### src/rtl/uni_bin_decoder.sv
// Unipolar bitstream to binary decoder: counts ones over a fixed window of
// 2^N-1 samples, or 2^N samples with a saturating clamp when UNI_BIN_DECODER_CLAMP_EN is defined.
`ifndef INWD
`define INWD 8
`endif

module uni_bin_decoder (
  input  logic             clk,
  input  logic             rst_n,
  input  logic             iBit,
  input  logic             start,
  input  logic             clear,
  input  logic             iReady,
  output logic [`INWD-1:0] oValue,
  output logic             oValid,
  output logic             busy
);

  localparam int N = `INWD;

`ifdef UNI_BIN_DECODER_CLAMP_EN
  localparam logic [N:0] WIN_LEN = {1'b1, {N{1'b0}}};
`else
  localparam logic [N:0] WIN_LEN = {1'b0, {N{1'b1}}};
`endif

  typedef enum logic [1:0] {
    IDLE = 2'd0,
    ACC  = 2'd1,
    HOLD = 2'd2
  } state_e;

  state_e         state_q, state_d;
  logic [N:0]     count_q, count_d;
  logic [N:0]     win_q,   win_d;
  logic [N-1:0]   value_q, value_d;

  logic [N:0]     count_inc;
  logic [N:0]     win_inc;
  logic [N-1:0]   result;

  assign count_inc = count_q + {{N{1'b0}}, iBit};
  assign win_inc   = win_q + {{N{1'b0}}, 1'b1};

  // The final sample is folded in combinationally so the result lands on the
  // same edge that takes the last sample.
`ifdef UNI_BIN_DECODER_CLAMP_EN
  assign result = count_inc[N] ? {N{1'b1}} : count_inc[N-1:0];
`else
  assign result = count_inc[N-1:0];
`endif

  always_comb begin
    // NOTE: every variable gets a default first so no path leaves it unassigned (no latches).
    state_d = state_q;
    count_d = count_q;
    win_d   = win_q;
    value_d = value_q;

    if (clear) begin
      state_d = IDLE;
      count_d = '0;
      win_d   = '0;
    end else begin
      unique case (state_q)
        IDLE: begin
          if (start) begin
            state_d = ACC;
            count_d = '0;
            win_d   = '0;
          end
        end
        ACC: begin
          count_d = count_inc;
          win_d   = win_inc;
          if (win_inc == WIN_LEN) begin
            state_d = HOLD;
            value_d = result;
          end
        end
        HOLD: begin
          if (iReady) begin
            if (start) begin
              state_d = ACC;
              count_d = '0;
              win_d   = '0;
            end else begin
              state_d = IDLE;
            end
          end
        end
        default: state_d = IDLE;
      endcase
    end
  end

  // NOTE: sequential state uses non-blocking assignments so every register samples pre-edge values.
  always_ff @(posedge clk or negedge rst_n) begin
    if (!rst_n) begin
      state_q <= IDLE;
      count_q <= '0;
      win_q   <= '0;
      value_q <= '0;
    end else begin
      state_q <= state_d;
      count_q <= count_d;
      win_q   <= win_d;
      value_q <= value_d;
    end
  end

  assign oValue = value_q;
  assign oValid = (state_q == HOLD);
  assign busy   = (state_q == ACC);

endmodule
### config.mk
export PLATFORM = sky130hd
export DESIGN_NAME = uni_bin_decoder
export DESIGN_NICKNAME = d
export VERILOG_FILES = /design/src/rtl/uni_bin_decoder.sv
export SDC_FILE = /design/constraint.sdc
export NUM_CORES = 1
export LEC_CHECK = 0
export ABC_AREA = 1
export CORE_UTILIZATION = 37
export CTS_CLUSTER_DIAMETER = 30
export DETAILED_ROUTE_END_ITERATION = 16
export MAX_ROUTING_LAYER = met4
export PLACE_DENSITY = 0.53
export SETUP_SLACK_MARGIN = 0.05
export SLEW_MARGIN = 10
export SYNTH_ARGS = -nofsm -noshare
export SYNTH_HDL_FRONTEND = slang
export SYNTH_SLANG_ARGS = --single-unit
### constraint.sdc
create_clock -name clk -period 1.7 [get_ports clk]
set_input_delay 0.34 -clock clk [delete_from_list [all_inputs] [get_ports clk]]
set_output_delay 0.34 -clock clk [all_outputs]
set_load 0.03 [all_outputs]
### Word-level counts from Yosys, hierarchy flattened

Cells that the tools add are included.

* register bits: 28
* input bits: 6
* output and inout port bits: 10
* logic and storage cells: 32

* add/subtract/negate cells: 2
* equality and inequality tests: 6
* mux-type cells: 14
* bitwise logic cells: 1
* reductions and logical operators: 5

Operators with widths (count)
* 2-to-1 mux 9 bit: 6
* one-hot mux 9 bit (3 select lines): 2
* adder 9 x 1 -> 9 bit: 1
* adder 9 x 1 -> 9 bit, second input constant: 1
* == test 9 x 8 -> 1 bit, second input constant: 1
* 2-to-1 mux 2 bit: 4
* inequality test 3 bit, second input constant: 2
* one-hot mux 2 bit (3 select lines): 1
* AND reduction 3 bit: 2
* nonzero test 4 bit: 1
* inequality test 3 x 2 -> 1 bit, second input constant: 1
* == test 2 x 1 -> 1 bit, second input constant: 1
* == test 2 bit, second input constant: 1
* logical NOT 2 bit: 1
* AND reduction 2 bit: 1
* 2-to-1 mux 1 bit: 1
* inverter 1 bit: 1

### Logic depth before layout (Yosys ltp)

Gate-level depths: netlist of the first run.

* depth after elaboration: 5
* mapped depth: 10
* gate-level depth less buffers: 10

### Worst setup path after synthesis of the first run

Ideal clock, no wire load.

* path type: register to register
* from: register state_q[1]
* to: register value_q[0], in the netlist oValue[0]
* setup time: 0.118 ns
* arrival: 1.449 ns
* data required time: 1.582 ns
* slack: 0.133 ns
* cell stages (with the launch flop): 7
* path buffers: 0
* clock period less this slack: 1.567 ns
* cell sequence: dfrtp_1 > nor2_2 > nand2_1 > inv_2 > nand4_4 > nand2_1 > nand2_1

* longest elaborated chain between the ends: 2

RTL lines
* start, declared: RTL line 33 `state_e state_q, state_d;`
* start signal, assigned: RTL line 105 `state_q <= state_d;`
* == test 2 x 1 -> 1 bit
* net busy: RTL line 16 `output logic busy`
* AND reduction 3 bit (no source line)
* end signal, assigned: RTL line 108 `value_q <= value_d;`
* end, declared: RTL line 36 `logic [N-1:0] value_q, value_d;`

The timed path passes the listed nets, and every way through them passes these cells.
A chain may end at the register's enable or synchronous reset.

### Final worst setup path of the first run

* from: register state_q[1]
* to: output busy

* longest elaborated chain between the ends: 1

RTL lines
* == test 2 x 1 -> 1 bit: RTL line 114 `assign busy = (state_q == ACC);`
* end, declared: RTL line 16

Every way passes these cells.

==> flow_summary.ini, run 1 <==
[job]
cap_viol_max_count = 0

[sta]
fin_crit_sh = 0.9315
hold_viol_final = 0
finalMaxSlewViolations = 0
period_needed_ps = 1584
setup_violations = 0
fin_worst_skew_ps = 3.208
max_freq_mhz = 631.5
max-slew-margin-rel = 0.7657
hold_slack_final_ps = 431.7
grt_setup_unrepaired = true
max_slew.worst_pin.slew_ps = 351.4

[critical_path]
r2r_start = win_q[1]
r2r_cells = 8
critical_path_arrival_ps = 1240
r2r_slack_ps = 140
crit_path_end_kind = output pin
setup.worst_path.class = reg -> out
worstPathRequired_ps = 1360
critical_path_fanouts_max = 3
crit_path_top_delay_cell = dfrtp_1
critical_path.reg2reg.endpoint = oValue[0]
cp-start-kind = register
crit_chain = nor2_2, clkdlybuf4s15_1
peak_per_stage_delay_on_the_critical_path_ps = 420

[floorplanning]
die_area_sq_mm = 0.004432
floorplan.core_area_sq_mm = 0.004000
dieWidth_microns = 66.57
rows = 23
initial_core_util = 0.3857
fp.dieH_microns = 66.57
ios = 16

[clock_tree]
cts_tree = built
cts.sinks = 27
worstSkewPairLatency_ps = 280
cts_made_buffers = 3
clockBufferDepth = 2
clkSlewWorstSetupHoldPaths_ps = 90
clk_root_buffer_cell = clkbuf_8
htreeDepth = 1

[global_routing]
grt_use_total = 0.1766
grt_start_max_net_pins = 28
initial_antenna_violation_count = 0
grt_pass1_wl_microns = 5664
grt_overflow = 0
grt_pass1_vias = 1212

[logic_synthesis]
yosysWarningCount = 0
netlist_area_sq_mm = 0.001543
commonest_cells_in_the_synthesized_netlist = 52 x nand2_1, 27 x dfrtp_1, 21 x inv_1
synthDominantAreaCellType = dfrtp_1
synth_cells = 189
count_of_cell_types_in_the_netlist = 27
synth_edf_count = 0
ys_top_cells_by_area = dfrtp_1 44%, nand2_1 13%, inv_1 5.1%, nand3_1 4.5%, ha_1 3.2%
yosysTopAreaCellShare = 0.4380
syn_nets = 199
synth-seq-cells = 27
synth-async-reset-ratio = 1.000
ys_seq_area_frac = 0.4380
yosys.cell_count.top_type = nand2_1
synth_flop_cell = dfrtp_1
postSynthAreaPerCell_sq_um = 8.163

[placement]
port_buffers = 15
placedCellCount = 263
dp.final_hpwl_microns = 2569
place_area_sq_mm = 0.001826
routabilityCongestion = 0.8921

[final_layout]
final_standard_cell_count_with_taps_included_and_fillers_excluded = 269
num-fill-cells = 394
drive_above_1_share = 0.2648
diodes_inserted = 0
num-nets-final = 230
fin_area_sq_mm = 0.002023
syn_to_final_growth_pct = 31.14

[power]
power.density_cell_area_mw_per_mm2 = 624.6
worst_ir_drop_vdd_mv = 0.4035
cellLeakagePower_nw = 0.9784

[routing]
drt_iter0_drc = 47
first_pass_iters = 4
postRouteAntennaNets = 0
detail_route.vias_per_cell = 5.086
detailed_route_via_count = 1368
post-route-drc-count = 0
drt-wirelength-per-cell_microns = 13.38
wirelength_microns = 3599

[outcome]
status = finished clean

[min_path]
worst_hold_path_type = in -> async
[state kept, by name (all words and copies together), names as in the netlist]
register and flops:
win_q 9, count_q 8, state_q 2, oValue 8
[metrics by stage]
| stage | util | setup WS, ps | total power, mW | setup TNS (ps) |
|---|---|---|---|---|
| 2_1_floorplan | - | 133.0 | 0.7758 | 0 |
| 3_3_place_gp | 0.4564 | -166.0 | 0.8665 | -606.4 |
| 3_5_place_dp | 0.4564 | -204.5 | 0.8701 | -1024 |
| 4_1_cts | 0.4661 | 50.85 | 1.260 | 0 |
| 5_1_grt | 0.5058 | 24.03 | 1.326 | 0 |
| 6_report | 0.5058 | 116.4 | 1.264 | 0 |
[cell type report]
| class | count | area [sq um] | share of cell area |
|---|---|---|---|
| Clock buffer | 3 | 41.29 | 0.02041 |
| Clock inverter | 1 | 7.507 | 0.003711 |
| Inverter | 27 | 103.9 | 0.05133 |
| Multi-Input combinational cell | 133 | 884.6 | 0.4372 |
| Sequential cell | 27 | 676.9 | 0.3346 |
| Tap cell | 50 | 62.56 | 0.03092 |
| Timing Repair Buffer | 28 | 246.5 | 0.1218 |
[worst max-delay path: cells and delay by family (launching register included)]
kind	cells	cell delay, ps
and+or+nand+nor	1	160
buffers and inverters	1	380
DFF	1	420
[power breakdown]
group          internal [mW]  total, mW  switching [mW]
logic                 0.0855      0.209           0.124
registers              0.657      0.671          0.0145
clock network          0.167      0.383           0.216
[cell families after synthesis]
| kind of cell | synth area share |
|---|---|
| xor+xnor | 0.03406 |
| simple gates | 0.3228 |
| buf+inv | 0.07867 |
| compound gates | 0.09408 |
| flops | 0.4380 |
| fa+ha+maj | 0.03244 |
[how the worst max path moves through the flow]
stage / from / end / slack [ps] / depth (start not counted)
after floorplan: state_q[1] / oValue[0] / 130 / 6
final: state_q[1] / busy / 120 / 2
after global routing: win_q[1] / oValue[0] / 20 / 8
after global placement: iBit / oValue[6] / -170 / 8
after detailed placement: iBit / oValue[6] / -200 / 8
after CTS: win_q[0] / oValue[7] / 50 / 8
[what timing repair did]
action	CTS	global route
gates cloned	0	1
setup buffers	0	1
hold buffers	0	0
pin swaps	0	17
resized for setup	11	35
setup endpoints to repair	18	12
[cell usage in the layout, fill, tap and decap left out, types with 4 or more instances in the layout]
cell type,n
nor2_1,8
clkdlybuf4s50_1,4
xor2_1,5
o21ai_1,6
dfrtp_1,26
inv_1,21
nor2_4,5
nand2_1,44
nand3_1,10
dlygate4sd2_1,8
buf_4,10
o22ai_1,7
nand4_1,8
inv_2,5
nand2_2,12
[metal layers]
metal | vias to the layer above | wire [microns] | GRT usage
li1 | 685 | - | -
met1 | 655 | 1776 | 0.2513
met2 | 23 | 1666 | 0.2437
met3 | 5 | 91 | 0.02740
met4 | 0 | 65 | 0.07979
met5 | - | 0 | -
Note: power is estimated with default switching activity, not from simulation.
==> run 2: changes to the inputs <==
CORE_MARGIN = 4   (was default)
==> run 2 against run 1 <==
First-iteration DRC count is 8.5% higher; clock skew grew 1.3 ps; total power up 0.21%; combinational power shrank 4%; critical endpoint unchanged; clock power increased by 3%; critical path type unchanged; hold slack worse by 5.8 ps.
==> flow_summary.ini, run 2 (synthesis results as in run 1) <==
[routing]
drt-wirelength-per-cell_microns = 13.33
post-route-drc-count = 0
drt_iter0_drc = 51
postRouteAntennaNets = 0
wirelength_microns = 3572
detail_route.vias_per_cell = 5.052
first_pass_iters = 4
detailed_route_via_count = 1354

[final_layout]
diodes_inserted = 0
finalCoreUtilization = 0.4988
num-nets-final = 229
syn_to_final_growth_pct = 30.25
largest_reg_flops = 9
most-common-layout-cells = 47 x nand2_1, 26 x dfrtp_1, 21 x inv_1
drive_above_1_share = 0.2523
layout_commonest_cell = nand2_1
reg_with_most_ffs = win_q

[power]
worst_ir_drop_vdd_mv = 0.2807
cellLeakagePower_nw = 0.9680
power.density_cell_area_mw_per_mm2 = 630.2

[clock_tree]
worstSkewPairLatency_ps = 280
ctsHoldBuffers = 0
clk_root_buffer_cell = clkbuf_8
cts_made_buffers = 3
cts.sinks = 27
htreeDepth = 1
clkSlewWorstSetupHoldPaths_ps = 100
clockBufferDepth = 2
cts_tree = built

[min_path]
worst_hold_path_type = in -> async

[sta]
setup_violations = 0
max_slew.worst_pin.slew_ps = 359.9
grt_setup_unrepaired = true
max_freq_mhz = 630.7
hold_viol_final = 0
finalMaxSlewViolations = 0
fin_worst_skew_ps = 4.481
fin_crit_sh = 0.9327
totalNegativeSetupSlack_ps = 0
period_needed_ps = 1586
max-slew-margin-rel = 0.7601

[critical_path]
crit_path_top_delay_cell = dfrtp_1
worstPathRequired_ps = 1360
peak_per_stage_delay_on_the_critical_path_ps = 420
crit_chain = nor2_2, clkdlybuf4s15_1
setup.worst_path.class = reg -> out
cp-start-kind = register
r2r_slack_ps = 130
critical_path_fanouts_max = 3
crit_path_end_kind = output pin
critical_path_arrival_ps = 1250

[floorplanning]
die_area_sq_mm = 0.005266
rows = 23
fp.dieH_microns = 72.57
floorplan.core_area_sq_mm = 0.004029
dieWidth_microns = 72.57
ios = 16
initial_core_util = 0.3829

[global_routing]
grt_overflow = 0
grt.busiest_layer = met2
grt_use_total = 0.1429
initial_antenna_violation_count = 0
met1_routing_resource_usage_after_global_routing = 0.1965
grt_pass1_wl_microns = 5865
grt_start_max_net_pins = 28
grtUsageMet3 = 0.02479
grt_pass1_vias = 1273
met2_usage = 0.2124

[placement]
dp.final_hpwl_microns = 2529
routabilityCongestion = 0.9000
port_buffers = 15

[outcome]
status = finished clean

[job]
cap_viol_max_count = 0
## run 2: report_power, final
| group | internal (mW) | leakage, nW | total (mW) | switching (mW) |
|---|---|---|---|---|
| Clock | 0.167 | 0.0217 | 0.394 | 0.227 |
| Combinational | 0.0787 | 0.574 | 0.201 | 0.122 |
| Sequential | 0.657 | 0.372 | 0.671 | 0.0139 |
## run 2: what timing repair did
action	4_1_cts	5_1_grt
gates resized for setup	11	31
buffers inserted	0	1
endpoints found under the setup margin	14	13
cloned	0	1
pin swaps	0	21
## run 2: metal layers
| metal | part of all wire | wire length, microns | vias up |
|---|---|---|---|
| li1 | - | - | 682 |
| met1 | 0.47 | 1682 | 644 |
| met2 | 0.47 | 1695 | 23 |
| met3 | 0.039 | 139 | 5 |
| met4 | 0.015 | 55 | 0 |
| met5 | 0 | 0 | - |
## run 2: metrics by stage
| stage | instance area (sq um) | hold WS, ps | instances | power, mW | worst slack (ps) |
|---|---|---|---|---|---|
| finish | 2009 | 425.9 | 268 | 1.266 | 114.5 |
| global route | 2009 | 454.6 | 268 | 1.323 | 5.290 |
| CTS | 1857 | 432.7 | 266 | 1.257 | 57.36 |
| detailed placement | 1818 | 459.0 | 262 | 0.8675 | -210.5 |
| global placement | 1818 | 455.5 | 262 | 0.8632 | -177.8 |
| floorplan | 1543 | 44.41 | 189 | 0.7758 | 133.0 |
## run 2: worst max-delay path: cells and delay by family (launching register included)
family	cells	cell delay (ps)
DFF	1	420
and+or+nand+nor	1	160
buffers and inverters	1	380
## run 2: area by class of cell
cell class,instances,area [sq um]
clock buffer,3,41.29
tap,50,62.56
inverter,27,103.9
sequential,27,676.9
fill,402,2019
timing repair buffer,27,241.5
multi-input combinational,133,875.8
clock inverter,1,7.507
## run 2: path summary, 6_finish.rpt
kind / startpoint / end / cells after the start
worst max-delay path: state_q[1] / busy / 2
worst min-delay path: rst_n / win_q[6] / 2
worst max register to register: win_q[1] / oValue[7] / 8
worst min register to register: oValue[2] / oValue[2] / 2
max in group asynchronous: rst_n / win_q[2] / 2
min in group clk: oValue[2] / oValue[2] / 2
